--- src/rtl/pipe_pkg.sv ---
// Shared definitions for the generic inter-stage pipeline register.
package pipe_pkg;

  // Occupancy of a stage: nothing held, main entry only, main plus skid entry.
  typedef enum logic [1:0] {
    EMPTY = 2'd0,
    FULL  = 2'd1,
    SKID  = 2'd2
  } stage_state_e;

  localparam logic [1:0] OCC_EMPTY = 2'd0;
  localparam logic [1:0] OCC_ONE   = 2'd1;
  localparam logic [1:0] OCC_TWO   = 2'd2;

  // Generic defaults used when a stage does not override its widths.
  localparam int unsigned DEFAULT_DATA_W  = 96;
  localparam int unsigned DEFAULT_CTRL_W  = 2;
  localparam int unsigned DEFAULT_STALL_W = 16;

  // Widths for the standard stage instances of the core.
  localparam int unsigned IF_ID_DATA_W  = 64;  // pc + instruction
  localparam int unsigned IF_ID_CTRL_W  = 1;
  localparam int unsigned ID_EX_DATA_W  = 96;  // two operands + immediate
  localparam int unsigned ID_EX_CTRL_W  = 8;
  localparam int unsigned EX_MEM_DATA_W = 64;  // ALU result + store data
  localparam int unsigned EX_MEM_CTRL_W = 4;
  localparam int unsigned MEM_WB_DATA_W = 64;  // read data + ALU result
  localparam int unsigned MEM_WB_CTRL_W = 2;   // RegWrite, MemtoReg

  // Number of entries held in a given state.
  function automatic logic [1:0] occ_of(input stage_state_e s);
    case (s)
      EMPTY:   return OCC_EMPTY;
      FULL:    return OCC_ONE;
      SKID:    return OCC_TWO;
      default: return OCC_EMPTY;
    endcase
  endfunction

endpackage

--- src/rtl/pipe_stage_skid.sv ---
// Generic pipeline-stage register: control + data bundles behind a
// valid/ready handshake, optional 2-entry skid buffer, flush-to-bubble and
// a saturating stall counter.
module pipe_stage_skid
  import pipe_pkg::*;
#(
  parameter int unsigned DATA_W  = DEFAULT_DATA_W,
  parameter int unsigned CTRL_W  = DEFAULT_CTRL_W,
  parameter bit          SKID_EN = 1'b1,
  parameter int unsigned STALL_W = DEFAULT_STALL_W
) (
  input  logic               clk_i,
  input  logic               rst_i,
  input  logic               flush_i,
  input  logic               in_valid_i,
  output logic               in_ready_o,
  input  logic [CTRL_W-1:0]  in_ctrl_i,
  input  logic [DATA_W-1:0]  in_data_i,
  output logic               out_valid_o,
  input  logic               out_ready_i,
  output logic [CTRL_W-1:0]  out_ctrl_o,
  output logic [DATA_W-1:0]  out_data_o,
  output logic [1:0]         occupancy_o,
  output logic [STALL_W-1:0] stall_cnt_o
);

  stage_state_e state_q, state_d;

  logic [CTRL_W-1:0]  main_ctrl_q, skid_ctrl_q;
  logic [DATA_W-1:0]  main_data_q, skid_data_q;
  logic [1:0]         occ_q;
  logic [STALL_W-1:0] stall_q;

  logic accept, emit;
  logic load_main_in, load_main_skid, load_skid;

  assign out_valid_o = (state_q != EMPTY);
  assign emit        = out_valid_o & out_ready_i;
  assign accept      = in_valid_i & in_ready_o & ~flush_i;

  // Upstream ready: registered decode with a skid entry, otherwise the
  // classic pass-through ready that lets a full stage accept while emitting.
  generate
    if (SKID_EN) begin : g_skid_ready
      assign in_ready_o = (state_q != SKID);
    end else begin : g_flow_ready
      assign in_ready_o = ~out_valid_o | out_ready_i;
    end
  endgenerate

  // Next-state and load-enable decode; flush overrides every other event.
  always_comb begin
    // NOTE: every output of this block gets a default first, so no path
    // leaves a signal unassigned and no latch is inferred.
    state_d        = state_q;
    load_main_in   = 1'b0;
    load_main_skid = 1'b0;
    load_skid      = 1'b0;
    if (flush_i) begin
      state_d = EMPTY;
    end else begin
      case (state_q)
        EMPTY: begin
          if (accept) begin
            state_d      = FULL;
            load_main_in = 1'b1;
          end
        end
        FULL: begin
          if (accept && emit) begin
            load_main_in = 1'b1;
          end else if (emit) begin
            state_d = EMPTY;
          end else if (accept && SKID_EN) begin
            state_d   = SKID;
            load_skid = 1'b1;
          end
        end
        SKID: begin
          if (emit) begin
            state_d        = FULL;
            load_main_skid = 1'b1;
          end
        end
        default: state_d = EMPTY;
      endcase
    end
  end

  // State and occupancy registers; occupancy follows the next state so both
  // change on the same edge.
  always_ff @(posedge clk_i or posedge rst_i) begin
    // NOTE: sequential state uses non-blocking assignments so every register
    // samples pre-edge values regardless of statement order.
    if (rst_i) begin
      state_q <= EMPTY;
      occ_q   <= OCC_EMPTY;
    end else begin
      state_q <= state_d;
      occ_q   <= occ_of(state_d);
    end
  end

  // Main entry: loaded from the input or promoted from the skid entry.
  always_ff @(posedge clk_i or posedge rst_i) begin
    // NOTE: the entry registers are reset like control state because the
    // reset values are visible on out_data_o; they are not a memory array.
    if (rst_i) begin
      main_ctrl_q <= '0;
      main_data_q <= '0;
    end else if (load_main_in) begin
      main_ctrl_q <= in_ctrl_i;
      main_data_q <= in_data_i;
    end else if (load_main_skid) begin
      main_ctrl_q <= skid_ctrl_q;
      main_data_q <= skid_data_q;
    end
  end

  // Skid entry: captures the younger entry while downstream is stalled.
  always_ff @(posedge clk_i or posedge rst_i) begin
    if (rst_i) begin
      skid_ctrl_q <= '0;
      skid_data_q <= '0;
    end else if (load_skid) begin
      skid_ctrl_q <= in_ctrl_i;
      skid_data_q <= in_data_i;
    end
  end

  // Saturating count of cycles where an entry waits on downstream.
  always_ff @(posedge clk_i or posedge rst_i) begin
    if (rst_i) begin
      stall_q <= '0;
    end else if (out_valid_o && !out_ready_i && (stall_q != {STALL_W{1'b1}})) begin
      stall_q <= stall_q + STALL_W'(1);
    end
  end

  assign out_ctrl_o  = out_valid_o ? main_ctrl_q : '0;
  assign out_data_o  = main_data_q;
  assign occupancy_o = occ_q;
  assign stall_cnt_o = stall_q;

endmodule

--- config.mk ---
export PLATFORM = sky130hd
export DESIGN_NAME = pipe_stage_skid
export DESIGN_NICKNAME = d
export VERILOG_FILES = /design/src/rtl/pipe_pkg.sv /design/src/rtl/pipe_stage_skid.sv
export SDC_FILE = /design/constraint.sdc
export NUM_CORES = 1
export LEC_CHECK = 0
export CORE_MARGIN = 3
export CORE_UTILIZATION = 49
export CTS_CLUSTER_DIAMETER = 50
export DETAILED_ROUTE_END_ITERATION = 12
export PLACE_DENSITY = 0.78
export SYNTH_ARGS = -nofsm -noshare
export SYNTH_HDL_FRONTEND = slang
export SYNTH_SLANG_ARGS = --single-unit
--- constraint.sdc ---
create_clock -name clk_i -period 9.75 [get_ports clk_i]
set_clock_uncertainty 0.05 [all_clocks]
set_input_delay 1.95 -clock clk_i [delete_from_list [all_inputs] [get_ports clk_i]]
set_output_delay 1.95 -clock clk_i [all_outputs]
set_load 0.1 [all_outputs]
==> results.md <==
* Fraction of layout cells with a size suffix above 1 at 18.1%
* Crit-path slowest cell: buf_4
* Final wirelength at 21100 microns
* Initial antenna violation count at 0
* CTS max path bufs at 3
* Min-delay worst type: reg2reg
* P_leak at 5.78 nW
* Number of core rows at 48
* Via density at 5.65
* Flip-flop and latch area at 5410 sq um
* Setup_tns at 0 ns
* Status: finished, final reports clean
* CP bufs+invs at 3
* Syn_area_per_cell at 14.1 sq um
* WP data arrival at 5.04 ns
* Layout Nets at 941
* Clk Latency, worst-skew pair at 0.51 ns
* Most frequent cells in the layout: clkdlybuf4s50_1 (220), dfrtp_1 (216), mux2_2 (98), a22o_1 (98), a21o_1 (98)
* GRT Residual Overflow at 0
* DR pass1 iterations at 4
* Die Span Y at 140 microns
* Top cell type's share of synthesized area at 61.3%
* Top delay family on crit path: buffers and inverters
* Die width at 140 microns
* Largest net degree at the start of global routing at 142
* DIE AREA at 19600 sq um
* CP endpoint kind: flop
* Worst-margin pin slew at 1.18 ns
* Initial Util at 50.4%
* Root buffer cell: clkbuf_16
* Antenna viol nets, final at 0
* Synth top area cells: dfrtp_1 (61%), mux2_2 (13%), a22o_1 (9.7%)
* Peak VDD IR at 0.000198 V
* Fin crit share at 48.2%
* Post-cts sizing count at 0
* Synthesis Warnings at 0
* R2R setup slack at 6.56 ns
* Worst-path clk slew at 0.06 ns
* Startpoint Class: input pin
* Via count at 6103
* Async SR Flop Fraction at 100%
* I/O pin count at 221
* WP data required at 10.10 ns
* First-pass GRT wire length at 34300 microns
* Antenna diode count at 0
* Critical path class: in2reg
* Final core occ at 68.6%
* RSZ-0062 raised after global routing: false
* Crit path top cell by count: buf_4
* Multi-input logic area at 3210 sq um
* F_max at 213 MHz
* Commonest non-fill, non-tap cell in the layout: clkdlybuf4s50_1
* # Max-Cap Violations at 0
* Fill cells at 1221
* Synth Flop Type: dfrtp_1
* Post-synthesis sequential area ratio at 61.3%
* H-tree levels at 1
* CTS Hold Bufs at 0
* Final setup violating endpoints at 0
* Routability congestion estimate at 0.902
* Vias in the first global route at 6337
* Drt drc at 0
* Max_slew headroom at 21.3%
* Clk sink count at 216
* Cell Chain, Critical Path: clkdlybuf4s50_1 -> nor3b_1 -> nor2b_4 -> buf_4 -> nor2_4 -> buf_4 -> a21o_1
* Aggregate global-route resource usage at 21.3%
* Final Max Slew Viols at 0
* Port Buf Inserts at 220
* Core area at 17500 sq um
* Routed length per instance at 19.6 microns
* Syn_nets at 731
* Hold Fails Final Rpt at 0
* Post-CTS setup buffer count at 0
* CTS tree: done
* Delay of the slowest cell on the worst path at 0.84 ns
* Detailed placer's ending HPWL at 13600 microns
* Post-Synthesis Cell Area at 8810 sq um
* Synth cell types at 35
* Num CTS Buffers at 25
* Power per Cell Area at 266 nW/um^2
* Post-synth top area cell: dfrtp_1
* Number of synthesized flops with an enable pin at 0
* Post-Syn Instances at 627
* #FFs+latches synth at 216
* Fin crit period at 4.70 ns
* Drt initial violations at 275
* P&R area growth vs syn at 36.1%
* CP Max Fanout at 99
where the power goes:
part	switching [mW]	total, mW	internal [mW]
logic	0.734	1.05	0.314
clock network	0.366	0.933	0.566
registers	0.122	1.22	1.09
total	1.22	3.20	1.97
area by class of cell:
cell class / instances / area share (%)
Multi-Input combinational cell: 365 / 26.8
Clock inverter: 9 / 0.939
Inverter: 2 / 0.125
Tap cell: 225 / 2.35
Sequential cell: 216 / 45.1
Timing Repair Buffer: 227 / 18.8
Clock buffer: 36 / 5.98
sequential cells by signal (all words and copies together), names as in the netlist:
name and flops:
out_data_o 96, skid_data_q 96, stall_cnt_o 16, main_ctrl_q 2
occupancy_o 2, skid_ctrl_q 2, state_q 2
kinds of logic (layout without fill, tap and decap cells):
kind of cell,after synthesis,in the layout,synth area share [%]
muxes,101,101,12.9
adders and majority gates,1,1,0.142
xor gates and xnor gates,15,15,1.49
DFF,216,216,61.3
buffers and inverters,46,274,2.47
AOI/OAI and AO/OA,201,201,18.5
and+or+nand+nor,47,47,3.24
cells in the mapped netlist, types with 2 or more instances:
| master | instances |
|---|---|
| a21o_1 | 98 |
| a21oi_1 | 2 |
| a22o_1 | 98 |
| and2_1 | 2 |
| and3_1 | 2 |
| buf_1 | 10 |
| buf_2 | 21 |
| buf_4 | 5 |
| clkbuf_1 | 8 |
| dfrtp_1 | 216 |
| inv_1 | 2 |
| mux2_2 | 98 |
| mux2i_1 | 2 |
| nand2_1 | 6 |
| nand3_1 | 5 |
| nand4_1 | 5 |
| nor2_1 | 5 |
| nor2b_1 | 2 |
| nor3_1 | 3 |
| nor3_2 | 2 |
| nor3b_1 | 3 |
| nor4_1 | 4 |
| or2_2 | 3 |
| xnor2_1 | 3 |
| xor2_1 | 12 |
path summary, 6_finish.rpt:
check | start | end | cells after the start
worst min-delay path | main_ctrl_q[1]$_DFFE_PP0P_ | main_ctrl_q[1]$_DFFE_PP0P_ | 1
worst min register to register | main_ctrl_q[1]$_DFFE_PP0P_ | main_ctrl_q[1]$_DFFE_PP0P_ | 1
worst max register to register | state_q[1]$_DFF_PP0_ | out_data_o[54]$_DFFE_PP0P_ | 6
worst max-delay path | flush_i | out_data_o[54]$_DFFE_PP0P_ | 7
min in group asynchronous | rst_i | out_data_o[51]$_DFFE_PP0P_ | 2
max in group asynchronous | rst_i | skid_data_q[25]$_DFFE_PP0P_ | 3
per-layer routing:
metal	up-vias	share of wire [%]	track usage (%)	wire length [microns]
met4	0	3.1	6.83	657
met5	-	0	0	0
met3	38	7.3	5.94	1550
li1	2748	-	-	-
met2	203	47	33.8	9970
met1	3114	42	28.6	8950
metrics by stage:
stage	hold slack, ns	setup WS [ns]	total power [mW]	area, sq um	instances
2_1_floorplan	0.391	1.84	1.99	8810	627
3_3_place_gp	0.401	4.64	2.25	11200	1035
3_5_place_dp	0.407	4.53	2.28	11200	1035
4_1_cts	0.420	5.07	3.22	12000	1080
5_1_grt	0.447	4.86	3.32	12000	1080
6_report	0.417	5.05	3.20	12000	1080
No activity file was read; power rests on OpenSTA's default activity.
